--- src/rtl/conv_pkg.sv ---
// -----------------------------------------------------------------------------
// conv_pkg
// Shared definitions for the convolution window-fetch slice.
//   - Fetch FSM state encoding (3-bit)
//   - Default pixel width and kernel edge length
//   - Helpers for output-grid dimension and counter widths
// -----------------------------------------------------------------------------
package conv_pkg;

    localparam int FSM_W = 3;

    localparam logic [FSM_W-1:0] F_IDLE  = 3'd0;
    localparam logic [FSM_W-1:0] F_ISSUE = 3'd1;
    localparam logic [FSM_W-1:0] F_DRAIN = 3'd2;
    localparam logic [FSM_W-1:0] F_DONE  = 3'd3;
    localparam logic [FSM_W-1:0] F_WAIT  = 3'd4;

    localparam int DEF_DATA_W = 8;
    localparam int DEF_K      = 3;

    // Number of valid window positions along one image dimension.
    function automatic int out_dim(input int img_dim, input int k);
        return img_dim - k + 1;
    endfunction

    // Counter width able to index n items; never narrower than one bit.
    function automatic int cnt_w(input int n);
        return (n > 1) ? $clog2(n) : 1;
    endfunction

endpackage

--- src/rtl/conv_pos_counter.sv ---
// -----------------------------------------------------------------------------
// conv_pos_counter
// Output-position counters for the convolution window walk.
// Ports:
//   clk, rst_n           clock / asynchronous active-low reset
//   counter_enable_i     pulse: advance column, wrap into next row
//   addr_gen_i           pulse: clears the done flag
//   out_row_o            current output row (registered)
//   out_col_o            current output column (registered)
//   done_o               level: set after the last position wraps
// -----------------------------------------------------------------------------
module conv_pos_counter
    import conv_pkg::*;
#(
    parameter int K     = DEF_K,
    parameter int IMG_W = 28,
    parameter int IMG_H = 28,
    parameter int ROW_W = cnt_w(IMG_H),
    parameter int COL_W = cnt_w(IMG_W)
) (
    input  logic             clk,
    input  logic             rst_n,
    input  logic             counter_enable_i,
    input  logic             addr_gen_i,
    output logic [ROW_W-1:0] out_row_o,
    output logic [COL_W-1:0] out_col_o,
    output logic             done_o
);

    localparam int OUT_W = out_dim(IMG_W, K);
    localparam int OUT_H = out_dim(IMG_H, K);
    localparam logic [COL_W-1:0] COL_LAST = COL_W'(OUT_W - 1);
    localparam logic [ROW_W-1:0] ROW_LAST = ROW_W'(OUT_H - 1);

    logic [ROW_W-1:0] row_q, row_d;
    logic [COL_W-1:0] col_q, col_d;
    logic             done_q, done_d;
    logic             wrap_all_s;

    // Next position and done flag; a set on the final wrap beats an addr_gen clear.
    always_comb begin
        row_d      = row_q;
        col_d      = col_q;
        wrap_all_s = counter_enable_i && (col_q == COL_LAST) && (row_q == ROW_LAST);
        if (counter_enable_i) begin
            if (col_q == COL_LAST) begin
                col_d = '0;
                if (row_q == ROW_LAST) begin
                    row_d = '0;
                end else begin
                    row_d = row_q + ROW_W'(1);
                end
            end else begin
                col_d = col_q + COL_W'(1);
            end
        end else begin
            col_d = col_q;
        end

        if (wrap_all_s) begin
            done_d = 1'b1;
        end else if (addr_gen_i) begin
            done_d = 1'b0;
        end else begin
            done_d = done_q;
        end
    end

    // Position and done state registers.
    always_ff @(posedge clk or negedge rst_n) begin
        if (!rst_n) begin
            row_q  <= '0;
            col_q  <= '0;
            done_q <= 1'b0;
        end else begin
            row_q  <= row_d;
            col_q  <= col_d;
            done_q <= done_d;
        end
    end

    assign out_row_o = row_q;
    assign out_col_o = col_q;
    assign done_o    = done_q;

endmodule

--- src/rtl/conv_window_fetch.sv ---
// -----------------------------------------------------------------------------
// conv_window_fetch
// Fetches the KxK pixel window at the current output position from a
// synchronous-read feature-map RAM into a register bank.
// Ports:
//   clk, rst_n          clock / asynchronous active-low reset
//   addr_gen_i          pulse: latch window base address, abort any fetch
//   load_i              level: start a fetch; held until load_done_o
//   counter_enable_i    pulse: advance output position
//   load_done_o         pulse: window register bank complete
//   done_o              level: all output positions processed
//   mem_rd_en_o         RAM read strobe
//   mem_addr_o          RAM read address
//   mem_rdata_i         RAM read data, one cycle after mem_rd_en_o
//   win_flat_o          window; pixel (r,c) at [(r*K+c)*DATA_W +: DATA_W]
//   out_row_o/out_col_o current output position
// -----------------------------------------------------------------------------
module conv_window_fetch
    import conv_pkg::*;
#(
    parameter int DATA_W = DEF_DATA_W,
    parameter int K      = DEF_K,
    parameter int IMG_W  = 28,
    parameter int IMG_H  = 28,
    parameter int ADDR_W = 10
) (
    input  logic                     clk,
    input  logic                     rst_n,
    input  logic                     addr_gen_i,
    input  logic                     load_i,
    input  logic                     counter_enable_i,
    output logic                     load_done_o,
    output logic                     done_o,
    output logic                     mem_rd_en_o,
    output logic [ADDR_W-1:0]        mem_addr_o,
    input  logic [DATA_W-1:0]        mem_rdata_i,
    output logic [K*K*DATA_W-1:0]    win_flat_o,
    output logic [cnt_w(IMG_H)-1:0]  out_row_o,
    output logic [cnt_w(IMG_W)-1:0]  out_col_o
);

    localparam int ROW_W  = cnt_w(IMG_H);
    localparam int COL_W  = cnt_w(IMG_W);
    localparam int KC_W   = cnt_w(K);
    localparam int SLOT_W = cnt_w(K * K);
    localparam int WIN_W  = K * K * DATA_W;

    localparam logic [ADDR_W-1:0] IMG_W_A   = ADDR_W'(IMG_W);
    localparam logic [KC_W-1:0]   K_LAST    = KC_W'(K - 1);
    localparam logic [SLOT_W-1:0] SLOT_LAST = SLOT_W'(K * K - 1);

    // Position counters
    logic [ROW_W-1:0] out_row_s;
    logic [COL_W-1:0] out_col_s;
    logic             done_s;

    conv_pos_counter #(
        .K     (K),
        .IMG_W (IMG_W),
        .IMG_H (IMG_H),
        .ROW_W (ROW_W),
        .COL_W (COL_W)
    ) u_pos (
        .clk              (clk),
        .rst_n            (rst_n),
        .counter_enable_i (counter_enable_i),
        .addr_gen_i       (addr_gen_i),
        .out_row_o        (out_row_s),
        .out_col_o        (out_col_s),
        .done_o           (done_s)
    );

    // Fetch FSM and datapath state
    logic [FSM_W-1:0]  state_q, state_d;
    logic              mem_rd_en_q, mem_rd_en_d;
    logic              load_done_q, load_done_d;
    logic [ADDR_W-1:0] base_q;
    logic [ADDR_W-1:0] base_s;
    logic [ADDR_W-1:0] mem_addr_q;
    logic [ADDR_W-1:0] row_base_q;
    logic [KC_W-1:0]   krow_q;
    logic [KC_W-1:0]   kcol_q;
    logic [SLOT_W-1:0] slot_q;
    logic [SLOT_W-1:0] rd_slot_q;
    logic              rv_q;
    logic [WIN_W-1:0]  win_q;
    logic              last_issue_s;
    logic              issue_start_s;
    logic              issue_step_s;
    logic              capture_s;

    // The base uses the position before any same-cycle counter update.
    assign base_s = ADDR_W'(out_row_s) * IMG_W_A + ADDR_W'(out_col_s);

    // Fetch FSM state and registered strobes.
    always_ff @(posedge clk or negedge rst_n) begin
        if (!rst_n) begin
            state_q     <= F_IDLE;
            mem_rd_en_q <= 1'b0;
            load_done_q <= 1'b0;
        end else begin
            state_q     <= state_d;
            mem_rd_en_q <= mem_rd_en_d;
            load_done_q <= load_done_d;
        end
    end

    // Fetch FSM next state; addr_gen aborts from any state.
    always_comb begin
        state_d      = state_q;
        last_issue_s = (krow_q == K_LAST) && (kcol_q == K_LAST);
        if (addr_gen_i) begin
            state_d = F_IDLE;
        end else begin
            case (state_q)
                F_IDLE: begin
                    if (load_i) begin
                        state_d = F_ISSUE;
                    end else begin
                        state_d = F_IDLE;
                    end
                end
                F_ISSUE: begin
                    if (last_issue_s) begin
                        state_d = F_DRAIN;
                    end else begin
                        state_d = F_ISSUE;
                    end
                end
                F_DRAIN: begin
                    if (rv_q && (rd_slot_q == SLOT_LAST)) begin
                        state_d = F_DONE;
                    end else begin
                        state_d = F_DRAIN;
                    end
                end
                F_DONE: begin
                    state_d = F_WAIT;
                end
                F_WAIT: begin
                    // Controller may still hold load in its exit cycle.
                    if (!load_i) begin
                        state_d = F_IDLE;
                    end else begin
                        state_d = F_WAIT;
                    end
                end
                default: begin
                    state_d = F_IDLE;
                end
            endcase
        end
    end

    // Fetch FSM outputs, derived from the next state so they register cleanly.
    always_comb begin
        mem_rd_en_d   = (state_d == F_ISSUE);
        load_done_d   = (state_d == F_DONE);
        issue_start_s = (state_q == F_IDLE) && (state_d == F_ISSUE);
        issue_step_s  = (state_q == F_ISSUE) && (state_d == F_ISSUE);
        capture_s     = rv_q && !addr_gen_i;
    end

    // Base latch, read address walk and read-valid pipe.
    always_ff @(posedge clk or negedge rst_n) begin
        if (!rst_n) begin
            base_q     <= '0;
            mem_addr_q <= '0;
            row_base_q <= '0;
            krow_q     <= '0;
            kcol_q     <= '0;
            slot_q     <= '0;
            rd_slot_q  <= '0;
            rv_q       <= 1'b0;
        end else begin
            if (addr_gen_i) begin
                base_q <= base_s;
            end
            if (issue_start_s) begin
                mem_addr_q <= base_q;
                row_base_q <= base_q;
                krow_q     <= '0;
                kcol_q     <= '0;
                slot_q     <= '0;
            end else if (issue_step_s) begin
                slot_q <= slot_q + SLOT_W'(1);
                if (kcol_q == K_LAST) begin
                    // Next row: add the image stride to the row base, no multiply.
                    kcol_q     <= '0;
                    krow_q     <= krow_q + KC_W'(1);
                    row_base_q <= row_base_q + IMG_W_A;
                    mem_addr_q <= row_base_q + IMG_W_A;
                end else begin
                    kcol_q     <= kcol_q + KC_W'(1);
                    mem_addr_q <= mem_addr_q + ADDR_W'(1);
                end
            end
            // Reads already in flight when a fetch is aborted are discarded.
            rv_q      <= mem_rd_en_q && !addr_gen_i;
            rd_slot_q <= slot_q;
        end
    end

    // Window register bank; only written when read data arrives.
    always_ff @(posedge clk or negedge rst_n) begin
        if (!rst_n) begin
            win_q <= '0;
        end else begin
            for (int i = 0; i < K * K; i++) begin
                if (capture_s && (rd_slot_q == SLOT_W'(i))) begin
                    win_q[i*DATA_W +: DATA_W] <= mem_rdata_i;
                end
            end
        end
    end

    assign load_done_o = load_done_q;
    assign done_o      = done_s;
    assign mem_rd_en_o = mem_rd_en_q;
    assign mem_addr_o  = mem_addr_q;
    assign win_flat_o  = win_q;
    assign out_row_o   = out_row_s;
    assign out_col_o   = out_col_s;

endmodule

--- config.mk ---
export PLATFORM = sky130hd
export DESIGN_NAME = conv_window_fetch
export DESIGN_NICKNAME = d
export VERILOG_FILES = /design/src/rtl/conv_pkg.sv /design/src/rtl/conv_pos_counter.sv /design/src/rtl/conv_window_fetch.sv
export SDC_FILE = /design/constraint.sdc
export NUM_CORES = 1
export LEC_CHECK = 0
export ABC_AREA = 0
export BUFFER_PORTS_ARGS = -buffer_cell sky130_fd_sc_hd__buf_2
export CAP_MARGIN = 20
export CORE_UTILIZATION = 40
export CTS_CLUSTER_SIZE = 28
export DETAILED_ROUTE_END_ITERATION = 16
export SKIP_CTS_REPAIR_TIMING = 1
export SYNTH_ARGS = -nofsm -noshare
export SYNTH_HDL_FRONTEND = slang
export SYNTH_SLANG_ARGS = --single-unit
--- constraint.sdc ---
create_clock -name clk -period 3.7 [get_ports clk]
set_clock_uncertainty 0.2 [all_clocks]
set_input_delay 0.74 -clock clk [delete_from_list [all_inputs] [get_ports clk]]
set_output_delay 0.74 -clock clk [all_outputs]
set_load 0.02 [all_outputs]
==> results by group <==
Clock network
  • Worst-Skew Late Latency: ~0.42 ns
  • Clk pin slew, worst setup/hold paths: approximately 0.060 ns
  • Clock Sinks: between 100 and 150
  • CTS tree: built
  • Clock root buffer: clkbuf_16
  • CTS Buf Count: 17
  • # H-tree levels: 4
  • Clk buf depth: 2

Floorplanning
  • Number of I/O pins: ~110
  • Die ar.: between 0.015 and 0.02 mm2
  • # rows: 45
  • Die Y: between 100 and 150 um
  • Width of the die: around 130 um
  • Initial Utilization: 40.9%
  • Core area: 0.0151 mm2

Pwr
  • Pwr/cell area: slightly above 700 mW/mm2
  • Total Power: between 0.005 and 0.006 W
  • LEAKAGE: ~3.8 nW
  • Maximum VDD drop: ~0.00037 V

Timing
  • Fin crit period: ~3.0 ns
  • RSZ-0062 raised after global routing: false
  • Final setup violation count: 0
  • Rel. slew slack: 45.7%
  • Fin crit share: roughly four fifths
  • Final setup TNS: 0 ns
  • Hold Vio Cnt, Final: 0
  • Max Clk Rate: roughly 330 MHz
  • Final Slew Violations: 0
  • Worst slew pin tran: a little over 0.8 ns
  • Setup WS post-layout: 0.694 ns

Drt
  • Routed WL: roughly 14000 um
  • DRT met1 WL: between 6000 and 7000 um
  • Uppermost layer routed: met4
  • Vias/cell: between 5 and 6
  • Routed wl met2: about 6800 um
  • Post-detailed-route DRC marker count: 0
  • DRT antenna net count: 0
  • DRT iter0 DRCs: ~310
  • 1st-pass router iterations: 4
  • Vias: ~4400
  • Met3 wire length: roughly 670 um
  • Per-cell routed wire length: ~17 um

Job
  • Max-cap viol count: 0

Logic synthesis
  • Mean Syn Cell Area: around 12 um2
  • Post-synthesis async set-or-reset flop share: 100%
  • Yosys top cell by area: dfrtp_1
  • EDFF count, synth: 0
  • Area contributors post-synth: dfrtp_1 (53%), mux2_2 (14%), ha_1 (4.0%)
  • Synthesized flop and latch total: between 100 and 150
  • Register area share after synthesis: 52.9%
  • Most common flop cell mapped by yosys: dfrtp_1
  • Syn Inst Count: 527
  • Syn nets: ~570
  • Netlist cell types: between 50 and 60
  • Synth warn: 0
  • Yosys top cell area share: a little over half
  • Cell Area, Synth: roughly 0.0062 mm2

GRT
  • First-pass GRT wire length: between 20000 and 25000 um
  • Total grt overflow: 0
  • Vias in the first global route: between 4000 and 5000
  • Initial antenna violation count: 0
  • Largest net degree at the start of global routing: 71
  • All-Layer GR Usage: roughly a fifth

Place
  • DPL Wire Length: around 10000 um
  • Area of placed instances: around 0.0069 mm2
  • IO Port Bufs: around 110
  • GPL Wtd Cong: between 0.8 and 0.9
  • Pre-CTS setup slack: between 0.6 and 0.7 ns

Finish
  • Final core utilization: between 40% and 50%
  • Area Overhead vs Synth: 20.9%
  • Fraction of layout cells with a size suffix above 1: 34.9%
  • Final Cell Area: 0.00749 mm2
  • Antenna cell count: 0
  • Post-layout net count: 674

Worst hold path
  • Min-Delay Path Class: register to register

Setup path
  • Crit path DAT: around 3.1 ns
  • Worst Path Required: 3.82 ns
  • CP endpoint kind: register
  • Startpoint Class: register
  • Worst Path Max Fanout: 9
  • Kind of critical path: register to register

Run status
  • Status: complete, no violations
-- flip-flops by register name, indices dropped and copies added (netlist names), 2 cells and up --
register and count:
base_q 10, kcol_q 2, krow_q 2, mem_addr_o 10
rd_slot_q 4, row_base_q 10, slot_q 4, state_q 3
u_pos.out_col_o 5, u_pos.out_row_o 5, win_flat_o 72
-- worst paths after layout --
kind	startpoint	endpoint	slack, ns	cells after the start
max	u_pos.out_row_o[0]	base_q[9]	0.69	8
min	slot_q[3]	rd_slot_q[3]	0.19	0
max reg2reg	u_pos.out_row_o[0]	base_q[9]	0.69	8
min reg2reg	slot_q[3]	rd_slot_q[3]	0.19	0
max in group asynchronous	rst_n	win_flat_o[33]	2.23	2
min in group asynchronous	rst_n	win_flat_o[63]	0.22	1
-- routing by layer --
metal	track usage, %	vias to the layer above
li1	-	2109
met1	24.4	2173
met2	30.3	129
met3	4.98	17
met4	7.09	0
met5	0	-
-- area by class of cell --
cell class / count / area [um2]
Fill cell: 1346 / 7660
Sequential cell: 131 / 3280
Multi-Input combinational cell: 357 / 2730
Timing Repair Buffer: 110 / 573
Clock buffer: 20 / 457
Tap cell: 188 / 235
Clock inverter: 11 / 151
Inverter: 18 / 67.6
-- synth_stat cells, types with 3 or more instances --
cell      instances
a211oi_1          3
a21oi_1          38
a31oi_1           4
and3_1            6
buf_2             5
buf_4             3
buf_6             4
clkbuf_1          8
dfrtp_1         131
fa_1              6
ha_1             20
inv_1            17
mux2_2           79
nand2_1          41
nand2b_1          7
nand3_1          12
nand4_1           4
nor2_1           26
nor2b_1           6
nor3_1            6
o211ai_1          4
o21ai_0          27
o22ai_1           3
o31ai_1          11
or3_1             4
xnor2_1           9
xor2_1            8
-- layout by cell type (no fill, tap or decap), drive strengths merged, types with 7 or more instances in the layout --
| master | instances |
|---|---|
| nand3 | 13 |
| o21ai | 27 |
| nand2b | 7 |
| a21oi | 38 |
| o31ai | 11 |
| clkbuf | 20 |
| ha | 20 |
| xnor2 | 9 |
| nor2 | 26 |
| nand2 | 41 |
| buf | 110 |
| dfrtp | 131 |
| xor2 | 8 |
| mux2 | 79 |
| inv | 21 |
-- worst max-delay path, stage by stage (launching register included) --
cell and delay (ns):
dfrtp_1 0.48, fa_1 0.58, ha_1 0.16, inv_1 0.05, fa_1 0.39, xor2_1 0.19, or3_1 0.37, o31a_1 0.31
o31ai_1 0.18
-- per-stage QoR --
| stage | cells | hold WS, ns |
|---|---|---|
| 6_report | 835 | 0.191 |
| 5_1_grt | 835 | 0.214 |
| 4_1_cts | 835 | 0.197 |
| 3_5_place_dp | 804 | 0.185 |
| 3_3_place_gp | 804 | 0.187 |
| 2_1_floorplan | 527 | 0.168 |
-- logic make-up after synthesis --
logic type	after synthesis	synth area share, %
flip-flops	131	52.9
AND/OR/NAND/NOR	126	10.5
AO/OA/AOI/OAI	108	10.6
multiplexers	80	14.5
buffers and inverters	39	3.13
adder cells (fa/ha/maj)	26	5.98
XOR/XNOR	17	2.40
-- power breakdown --
group / switching (W) / internal [W]
Combinational: 0.000931 / 0.000661
Sequential: 0.000344 / 0.00176
Clock: 0.000635 / 0.00110
Power figures use the tool's default switching activity.
